===== config.mk =====
export PLATFORM = sky130hd
export DESIGN_NAME = stopwatch_ctrl_flat
export DESIGN_NICKNAME = d
export VERILOG_FILES = /design/src/rtl/stopwatch_ctrl_if.sv /design/src/rtl/stopwatch_ctrl.sv /design/src/flat_wrapper.sv
export SDC_FILE = /design/constraint.sdc
export NUM_CORES = 1
export LEC_CHECK = 0
export ABC_AREA = 0
export CORE_MARGIN = 2
export CORE_UTILIZATION = 45
export DETAILED_ROUTE_END_ITERATION = 12
export PLACE_DENSITY_LB_ADDON = 0.2
export SYNTH_ARGS = -nofsm -noshare
export SYNTH_HDL_FRONTEND = slang
export SYNTH_SLANG_ARGS = --single-unit

===== constraint.sdc =====
create_clock -name i_sclk -period 2.6 [get_ports i_sclk]
set_clock_uncertainty 0.15 [all_clocks]
set_input_delay 0.52 -clock i_sclk [delete_from_list [all_inputs] [get_ports i_sclk]]
set_output_delay 0.52 -clock i_sclk [all_outputs]
set_load 0.005 [all_outputs]

===== src/rtl/stopwatch_ctrl_if.sv =====
// Command, tick and display signals between the stopwatch controller and its
// neighbours (debouncers, base timer, display driver).
interface stopwatch_ctrl_if;
  logic        i_start_stop;
  logic        i_lap;
  logic        i_clear;
  logic        i_base_tick;
  logic        o_timerenb;
  logic        o_timer_reset_n;
  logic [23:0] o_disp_bcd;
  logic        o_running;
  logic        o_lap_active;
  logic        o_overflow;

  modport master (
    output i_start_stop, i_lap, i_clear, i_base_tick,
    input  o_timerenb, o_timer_reset_n, o_disp_bcd, o_running, o_lap_active, o_overflow
  );

  modport slave (
    input  i_start_stop, i_lap, i_clear, i_base_tick,
    output o_timerenb, o_timer_reset_n, o_disp_bcd, o_running, o_lap_active, o_overflow
  );
endinterface


===== src/rtl/stopwatch_ctrl.sv =====
// Stopwatch sequencer: drives the 10 ms base timer and counts its toggles into BCD MM:SS.cc.
// The lap-freeze display is built only when STOPWATCH_LAP_EN is defined.
module stopwatch_ctrl (
  input  logic            i_sclk,
  input  logic            i_reset,
  stopwatch_ctrl_if.slave bus
);
  localparam int unsigned DIGITS = 6;
  localparam int unsigned BCD_W  = 4 * DIGITS;
  localparam logic [BCD_W-1:0] DIG_MAX = 24'h595999;

`ifdef STOPWATCH_LAP_EN
  typedef enum logic [1:0] {IDLE = 2'd0, RUN = 2'd1, PAUSE = 2'd2, LAP = 2'd3} state_t;
`else
  typedef enum logic [1:0] {IDLE = 2'd0, RUN = 2'd1, PAUSE = 2'd2} state_t;
`endif

  state_t           state_q, state_d;
  logic [BCD_W-1:0] cnt_q, cnt_d, cnt_inc, disp_q, disp_d;
  logic             tick_prev_q, tick_evt, counting, wrap;
  logic             ovf_q, ovf_d, enb_q, rstn_q, run_q, active_d;
`ifdef STOPWATCH_LAP_EN
  logic [BCD_W-1:0] lap_q, lap_d;
  logic             lapa_q;
`else
  logic             unused_lap;
  assign unused_lap = bus.i_lap;
`endif

  // Ripple increment; returns {wrap_out, value}. Digits saturate-to-zero at their own limit.
  function automatic logic [BCD_W:0] bcd_inc(input logic [BCD_W-1:0] v);
    logic [BCD_W-1:0] r;
    logic             carry;
    r     = v;
    carry = 1'b1;
    for (int i = 0; i < DIGITS; i++) begin
      if (carry) begin
        if (v[4*i +: 4] >= DIG_MAX[4*i +: 4]) begin
          r[4*i +: 4] = 4'd0;
        end else begin
          r[4*i +: 4] = v[4*i +: 4] + 4'd1;
          carry       = 1'b0;
        end
      end
    end
    return {carry, r};
  endfunction

  // Next state, count and registered-output values
  always_comb begin
    state_d  = state_q;
    cnt_d    = cnt_q;
    ovf_d    = ovf_q;
    {wrap, cnt_inc} = bcd_inc(cnt_q);
    tick_evt = bus.i_base_tick ^ tick_prev_q;
`ifdef STOPWATCH_LAP_EN
    counting = (state_q == RUN) || (state_q == LAP);
`else
    counting = (state_q == RUN);
`endif

    unique case (state_q)
      IDLE:  if (bus.i_start_stop) state_d = RUN;
      RUN: begin
        if (bus.i_start_stop) state_d = PAUSE;
`ifdef STOPWATCH_LAP_EN
        else if (bus.i_lap)   state_d = LAP;
`endif
      end
`ifdef STOPWATCH_LAP_EN
      LAP: begin
        if (bus.i_start_stop) state_d = PAUSE;
        else if (bus.i_lap)   state_d = RUN;
      end
`endif
      PAUSE: begin
        if (bus.i_clear)           state_d = IDLE;
        else if (bus.i_start_stop) state_d = RUN;
      end
      default: state_d = IDLE;
    endcase

    if (counting && tick_evt) begin
      cnt_d = cnt_inc;
      if (wrap) ovf_d = 1'b1;
    end
    // Clear only exits PAUSE, where no increment can coincide
    if ((state_q == PAUSE) && (state_d == IDLE)) begin
      cnt_d = '0;
      ovf_d = 1'b0;
    end

`ifdef STOPWATCH_LAP_EN
    lap_d = lap_q;
    if ((state_d == LAP) && (state_q != LAP)) lap_d = cnt_q;
    disp_d   = (state_d == LAP) ? lap_d : cnt_d;
    active_d = (state_d == RUN) || (state_d == LAP);
`else
    disp_d   = cnt_d;
    active_d = (state_d == RUN);
`endif
  end

  always_ff @(posedge i_sclk) begin
    if (i_reset) begin
      state_q     <= IDLE;
      cnt_q       <= '0;
      disp_q      <= '0;
      tick_prev_q <= 1'b0;
      ovf_q       <= 1'b0;
      enb_q       <= 1'b0;
      rstn_q      <= 1'b0;
      run_q       <= 1'b0;
`ifdef STOPWATCH_LAP_EN
      lap_q       <= '0;
      lapa_q      <= 1'b0;
`endif
    end else begin
      state_q     <= state_d;
      cnt_q       <= cnt_d;
      disp_q      <= disp_d;
      tick_prev_q <= bus.i_base_tick;
      ovf_q       <= ovf_d;
      enb_q       <= active_d;
      rstn_q      <= (state_d != IDLE);
      run_q       <= active_d;
`ifdef STOPWATCH_LAP_EN
      lap_q       <= lap_d;
      lapa_q      <= (state_d == LAP);
`endif
    end
  end

  assign bus.o_timerenb      = enb_q;
  assign bus.o_timer_reset_n = rstn_q;
  assign bus.o_disp_bcd      = disp_q;
  assign bus.o_running       = run_q;
  assign bus.o_overflow      = ovf_q;
`ifdef STOPWATCH_LAP_EN
  assign bus.o_lap_active    = lapa_q;
`else
  assign bus.o_lap_active    = 1'b0;
`endif
endmodule

===== src/flat_wrapper.sv =====
// flat-port wrapper written by rule: the top's interface ports become plain ports
module stopwatch_ctrl_flat 
  (i_sclk, i_reset, bus_i_start_stop, bus_i_lap, bus_i_clear, bus_i_base_tick, bus_o_timerenb, bus_o_timer_reset_n, bus_o_disp_bcd, bus_o_running, bus_o_lap_active, bus_o_overflow);
  stopwatch_ctrl_if bus_i ();
  input  logic i_sclk;
  input  logic i_reset;
  input wire logic [$bits(bus_i.i_start_stop)-1:0] bus_i_start_stop;
  input wire logic [$bits(bus_i.i_lap)-1:0] bus_i_lap;
  input wire logic [$bits(bus_i.i_clear)-1:0] bus_i_clear;
  input wire logic [$bits(bus_i.i_base_tick)-1:0] bus_i_base_tick;
  output wire logic [$bits(bus_i.o_timerenb)-1:0] bus_o_timerenb;
  output wire logic [$bits(bus_i.o_timer_reset_n)-1:0] bus_o_timer_reset_n;
  output wire logic [$bits(bus_i.o_disp_bcd)-1:0] bus_o_disp_bcd;
  output wire logic [$bits(bus_i.o_running)-1:0] bus_o_running;
  output wire logic [$bits(bus_i.o_lap_active)-1:0] bus_o_lap_active;
  output wire logic [$bits(bus_i.o_overflow)-1:0] bus_o_overflow;
  assign bus_i.i_start_stop = bus_i_start_stop;
  assign bus_i.i_lap = bus_i_lap;
  assign bus_i.i_clear = bus_i_clear;
  assign bus_i.i_base_tick = bus_i_base_tick;
  assign bus_o_timerenb = bus_i.o_timerenb;
  assign bus_o_timer_reset_n = bus_i.o_timer_reset_n;
  assign bus_o_disp_bcd = bus_i.o_disp_bcd;
  assign bus_o_running = bus_i.o_running;
  assign bus_o_lap_active = bus_i.o_lap_active;
  assign bus_o_overflow = bus_i.o_overflow;
  stopwatch_ctrl u_core (.i_sclk(i_sclk), .i_reset(i_reset), .bus(bus_i));
endmodule

==> summary.md, run 1 <==
| Metric | Value |
|---|---|
| Vias in the first global route | 1325 |
| Total grt overflow | 0 |
| Crit path DAT | 2.20 ns |
| Yosys Warn Count | 0 |
| Most common cell after layout, fill and taps aside | clkdlybuf4s50_1 |
| Via Count | 1364 |
| Setup TNS | 0 ns |
| Synth area leaders | dfxtp_1, ha_1, nor2_1, a21oi_1, inv_1 |
| Via/cell ratio | 5.052 |
| Row count | 21 |
| Total track usage | 0.1749 |
| CTS H-Tree Depth | 2 |
| Met1 Use GR | 0.2077 |
| Post-Route WL | 3.113 mm |
| Seq cells post-synth | 30 |
| Post-route cell area | 2074 um^2 |
| Largest net degree at the start of global routing | 13 |
| Initial DRC count | 71 |
| Initial antenna violation count | 0 |
| Fill count | 303 |
| Die ar. | 4058 um^2 |
| FFs w/ async S/R, synth | 0 |
| Power Density | 394.8 nW/um^2 |
| Crit. End Element | flop |
| Area occupied by multi-input gates | 915.9 um^2 |
| Number of synthesized flops with an enable pin | 0 |
| Tcrit/Tclk final | 0.8217 |
| DPL Wire Length | 2.430 mm |
| Initial Util | 0.4732 |
| Slew Limit Fails | 0 |
| HP Class | flop to flop |
| Horiz. Die Dim | 63.71 um |
| Setup violators final | 0 |
| Startpoint types | flop |
| Clk_lat worst skew | 0.33 ns |
| TritonCTS Buffers | 5 |
| Post-synth design cell area | 1604 um^2 |
| Max-cap violation count | 0 |
| Final min period | 2.136 ns |
| Data required, critical path | 2.66 ns |
| Number of gates resized after CTS | 0 |
| Slowest stage cell, crit path | dfxtp_1 |
| DRT Pass-1 Iters | 4 |
| Reg2reg start | u_core.bus.o_disp_bcd[4] |
| Critical Path End | u_core.bus.o_disp_bcd[22] |
| Endpoints failing hold | 0 |
| Top_reg_cell synth | dfxtp_1 |
| GPL Wtd Cong | 0.7298 |
| CP startpoint | u_core.bus.o_disp_bcd[4] |
| Max Clock Freq | 468.1 MHz |
| Nets | 247 |
| FF+latch area | 600.6 um^2 |
| Reg2reg end | u_core.bus.o_disp_bcd[22] |
| Critical path fanouts, max | 6 |
| Buffers added on ports | 32 |
| Post-DRT Antenna Nets | 0 |
| Root Buffer | clkbuf_4 |
| GR peak layer | met2 |
| Worst path cell trace | inv_1 > ha_1 > or3b_4 > nand4_2 > or2_1 > o41ai_1 > a21oi_1 |
| RSZ-0062 raised after global routing | no |
| DP Area | 2014 um^2 |
| # DRC | 0 |
| Cells after Synth | 181 |
| Mean Syn Cell Area | 8.862 um^2 |
| Met2 Usage GRT | 0.2961 |
| Layout cells sized above 1 | 0.1071 |
| Synthesized net count | 205 |
| LEAKAGE | 0.8329 nW |
| Clock sinks | 30 |
| Post-CTS Setup Bufs | 0 |
| Post-synth cell types | 43 |
| Area leader, netlist | dfxtp_1 |
| Commonest non-fill, non-tap cells in the layout | clkdlybuf4s50_1, dfxtp_1, nor2_1, ha_1, inv_1 |
| GRT met3 Usage | 0.05179 |
| Hold Buf Count CTS | 0 |
| VDD IR-drop max | 0.3238 mV |
| WS Path Type | flop to flop |
| Worst Reg2Reg Path Length in Cells | 7 |
| CORE AREA | 3390 um^2 |
| FF-to-FF setup slack | 0.46 ns |
| CTS max path bufs | 2 |
| Clk slew on worst S/H paths | 0.09 ns |
| Ports | 35 |
| Outcome | complete, no violations |
| Register area share after synthesis | 0.3744 |
| First-pass GRT wire length | 5.664 mm |
| Wire per inst | 11.53 um |
| Worst path max stage delay | 0.45 ns |
| CTS tree | yes |
| Synth top area share | 0.3744 |
| Die height | 63.71 um |
| Area grow syn2layout | 29.33% |
| Antenna fix cells | 0 |
how the worst min path moves through the flow:
stage / start / to / slack [ns] / depth (start not counted)
after floorplan: u_core.bus.o_overflow / u_core.bus.o_overflow / 0.31 / 2
after global placement: u_core.bus.o_overflow / u_core.bus.o_overflow / 0.30 / 2
after detailed placement: u_core.bus.o_overflow / u_core.bus.o_overflow / 0.31 / 2
after CTS: u_core.bus.o_overflow / u_core.bus.o_overflow / 0.33 / 2
after global routing: u_core.bus.o_overflow / u_core.bus.o_overflow / 0.36 / 2
final: u_core.bus.o_overflow / u_core.bus.o_overflow / 0.32 / 2
critical path, delay by kind of cell, from the launching register on:
family	cells	cell delay (ns)
AND/OR/NAND/NOR	3	0.71
flip-flops	1	0.45
AO/OA/AOI/OAI	2	0.45
adder cells (fa/ha/maj)	1	0.19
buffers and inverters	1	0.07
metrics by stage:
step	instances	hold WS (ns)	utilization	setup slack [ns]	power, mW
after floorplan	181	0.3104	-	0.4861	0.5132
after global placement	262	0.3035	0.5943	0.1648	0.5375
after detailed placement	262	0.3114	0.5943	0.1369	0.5398
after CTS	270	0.3340	0.6120	0.4478	0.8349
after global routing	270	0.3639	0.6120	0.2486	0.8597
final	270	0.3236	0.6120	0.4636	0.8190
cell type report:
cell class	count	area share
tap	46	0.02774
multi-input combinational	130	0.4415
clock buffer	7	0.02654
sequential	30	0.2895
timing repair buffer	40	0.1834
inverter	16	0.02895
clock inverter	1	0.002413
logic make-up (layout without fill, tap and decap cells):
| family | Yosys count | after routing | share of synthesized area |
|---|---|---|---|
| and+or+nand+nor | 69 | 69 | 0.2465 |
| AOI/OAI and AO/OA | 35 | 35 | 0.1373 |
| DFF | 30 | 30 | 0.3744 |
| buffers and inverters | 21 | 64 | 0.05460 |
| adders and majority gates | 18 | 18 | 0.1404 |
| xor gates and xnor gates | 5 | 5 | 0.03199 |
| muxes | 2 | 2 | 0.01248 |
| other | 1 | 1 | 0.002338 |
per-layer routing:
| layer | vias up | routed length (um) |
|---|---|---|
| met1 | 632 | 1431 |
| met2 | 29 | 1473 |
| met5 | - | 0 |
| met4 | 0 | 51 |
| met3 | 6 | 156 |
| li1 | 697 | - |
sequential cells by signal, summed over array words and instances, names as in the netlist:
| name | count |
|---|---|
| u_core.tick_prev_q | 1 |
| u_core.bus.o_overflow | 1 |
| u_core.state_q | 2 |
| u_core.bus.o_disp_bcd | 24 |
| u_core.bus.o_timerenb | 1 |
| u_core.bus.o_timer_reset_n | 1 |
cell usage after synthesis, types with 3 or more instances:
library cell  number
a21oi_1           15
nor2b_1            3
o21ai_0            5
xnor2_1            3
inv_1             16
dfxtp_1           30
nor3_1             4
nand2_1            9
nand3_1            8
nor2_1            25
o31ai_1            4
ha_1              18
power by group:
group	total (mW)	switching (mW)	leakage (nW)	internal (mW)
registers	0.470	0.00432	0.243	0.466
clock network	0.290	0.159	0.0353	0.131
logic	0.0586	0.0310	0.555	0.0277
Power figures use the tool's default switching activity.
==> run 2: changes to the inputs <==
==> constraint.sdc (replaced) <==
create_clock -name i_sclk -period 2.2 [get_ports i_sclk]
set_clock_uncertainty 0.15 [all_clocks]
set_input_delay 0.44 -clock i_sclk [delete_from_list [all_inputs] [get_ports i_sclk]]
set_output_delay 0.44 -clock i_sclk [all_outputs]
set_load 0.005 [all_outputs]
==> summary.md, run 2 (synthesis gave the netlist of run 1 again) <==
| Metric | Value |
|---|---|
| Outcome | complete, no violations |
| Max Clock Freq | 488.9 MHz |
| LEAKAGE | 0.8800 nW |
| Post-Route WL | 3.421 mm |
| HP Class | flop to flop |
| CORE AREA | 3390 um^2 |
| Hold_sp | u_core.bus.o_overflow |
| Initial antenna violation count | 0 |
| Row count | 21 |
| Root Buffer | clkbuf_4 |
| Wire per inst | 12.31 um |
| DPL Wire Length | 2.585 mm |
| Largest net degree at the start of global routing | 13 |
| Nets | 255 |
| Total grt overflow | 0 |
| Area occupied by multi-input gates | 930.9 um^2 |
| Power Density | 455.1 nW/um^2 |
| Crit. End Element | flop |
| Area grow syn2layout | 34.24% |
| Clk_lat worst skew | 0.33 ns |
| Reg2reg end | u_core.bus.o_disp_bcd[22] |
| FF-to-FF setup slack | 0.15 ns |
| CTS max path bufs | 2 |
| CTS H-Tree Depth | 2 |
| Initial Util | 0.4732 |
| Cell count after placement | 270 |
| Via Count | 1429 |
| Number of flip-flops in the largest register | 24 |
| Horiz. Die Dim | 63.71 um |
| Worst Reg2Reg Path Length in Cells | 7 |
| Buffers added on ports | 32 |
| Fill count | 303 |
| Antenna fix cells | 0 |
| FF+latch area | 604.3 um^2 |
| Critical path fanouts, max | 5 |
| Setup TNS | 0 ns |
| Ports | 35 |
| GPL Wtd Cong | 0.7444 |
| WS Path Type | flop to flop |
| Most common cell after layout, fill and taps aside | clkdlybuf4s50_1 |
| Data required, critical path | 2.27 ns |
| Via/cell ratio | 5.140 |
| Total track usage | 0.1870 |
| Final min period | 2.046 ns |
| Initial DRC count | 48 |
| Reg2reg start | u_core.bus.o_disp_bcd[0] |
| First-pass GRT wire length | 5.954 mm |
| Clock sinks | 30 |
| Crit path DAT | 2.12 ns |
| Layout cells sized above 1 | 0.1638 |
| DP Area | 2074 um^2 |
| Slew Limit Fails | 0 |
| Commonest non-fill, non-tap cells in the layout | clkdlybuf4s50_1, dfxtp_1, nor2_1, ha_1 |
| Tcrit/Tclk final | 0.9298 |
| Endpoints failing hold | 0 |
| DP Worst Slack | -0.2311 ns |
| Die height | 63.71 um |
| WHS Path Cells | 2 |
| Max-cap violation count | 0 |
| Clk slew on worst S/H paths | 0.10 ns |
| TritonCTS Buffers | 5 |
| Vias in the first global route | 1407 |
| Post-route cell area | 2153 um^2 |
| Setup ws final | 0.1544 ns |
| RSZ-0062 raised after global routing | no |
| Startpoint types | flop |
| VDD IR-drop max | 0.3433 mV |
| Post-DRT Antenna Nets | 0 |
| Hold endpoint | u_core.bus.o_overflow |
| Setup violators final | 0 |
| Cell Count, Final, Fillers Out | 278 |
| DRT Pass-1 Iters | 4 |
| Die ar. | 4058 um^2 |
| CTS tree | yes |
| # DRC | 0 |
[run 2: cell types whose count changed in the layout (fill, tap and decap cells not counted), sizes merged]
| cell | before | now |
|---|---|---|
| buf | 8 | 16 |
[run 2: metal layers]
metal | vias up | global-route usage | wire length [um]
li1 | 719 | - | -
met1 | 679 | 0.2137 | 1553
met2 | 24 | 0.3171 | 1686
met3 | 7 | 0.06429 | 121
met4 | 0 | 0.07609 | 60
met5 | - | 0 | 0
[run 2: how the worst max path moves through the flow]
stage,slack [ns],from,cells after the start,endpoint
after floorplan,0.09,u_core.bus.o_disp_bcd[0],8,u_core.bus.o_disp_bcd[22]
after global placement,-0.16,bus_i_base_tick,6,u_core.bus.o_disp_bcd[22]
after detailed placement,-0.23,bus_i_base_tick,6,u_core.bus.o_disp_bcd[22]
after CTS,0.02,u_core.bus.o_disp_bcd[0],7,u_core.bus.o_disp_bcd[22]
after global routing,0.01,u_core.bus.o_disp_bcd[0],7,u_core.bus.o_disp_bcd[22]
final,0.15,u_core.bus.o_disp_bcd[0],7,u_core.bus.o_disp_bcd[22]
[run 2: power by group]
| part | total (mW) | internal, mW | leakage (nW) | switching, mW |
|---|---|---|---|---|
| clock | 0.350 | 0.155 | 0.0353 | 0.195 |
| sequential | 0.556 | 0.551 | 0.244 | 0.00565 |
| combinational | 0.0737 | 0.0366 | 0.600 | 0.0371 |
[run 2: stage by stage]
stage	utilization	hold slack (ns)	power [mW]
2_1_floorplan	-	0.3104	0.6065
3_3_place_gp	0.6120	0.3110	0.6397
3_5_place_dp	0.6120	0.3182	0.6421
4_1_cts	0.6298	0.3414	0.9904
5_1_grt	0.6353	0.3574	1.030
6_report	0.6353	0.3299	0.9800
[run 2: area by class of cell]
type,instances,area share
multi-input combinational,130,0.4323
sequential,30,0.2807
timing repair buffer,48,0.2045
inverter,16,0.02789
tap,46,0.02673
clock buffer,7,0.02557
clock inverter,1,0.002324
[run 2: timing repair]
| action | CTS | global route |
|---|---|---|
| hold buffers | 0 | 0 |
| gates resized for setup | 0 | 6 |
| setup endpoints to repair | 0 | 5 |
| setup buffers | 0 | 0 |
[run 2: worst max-delay path: stages, from the launching register on]
cell	delay (ns)
dfxtp_2	0.39
inv_1	0.08
ha_1	0.20
or3b_1	0.23
nand4_4	0.16
or2_4	0.30
o41ai_2	0.34
a21oi_1	0.09
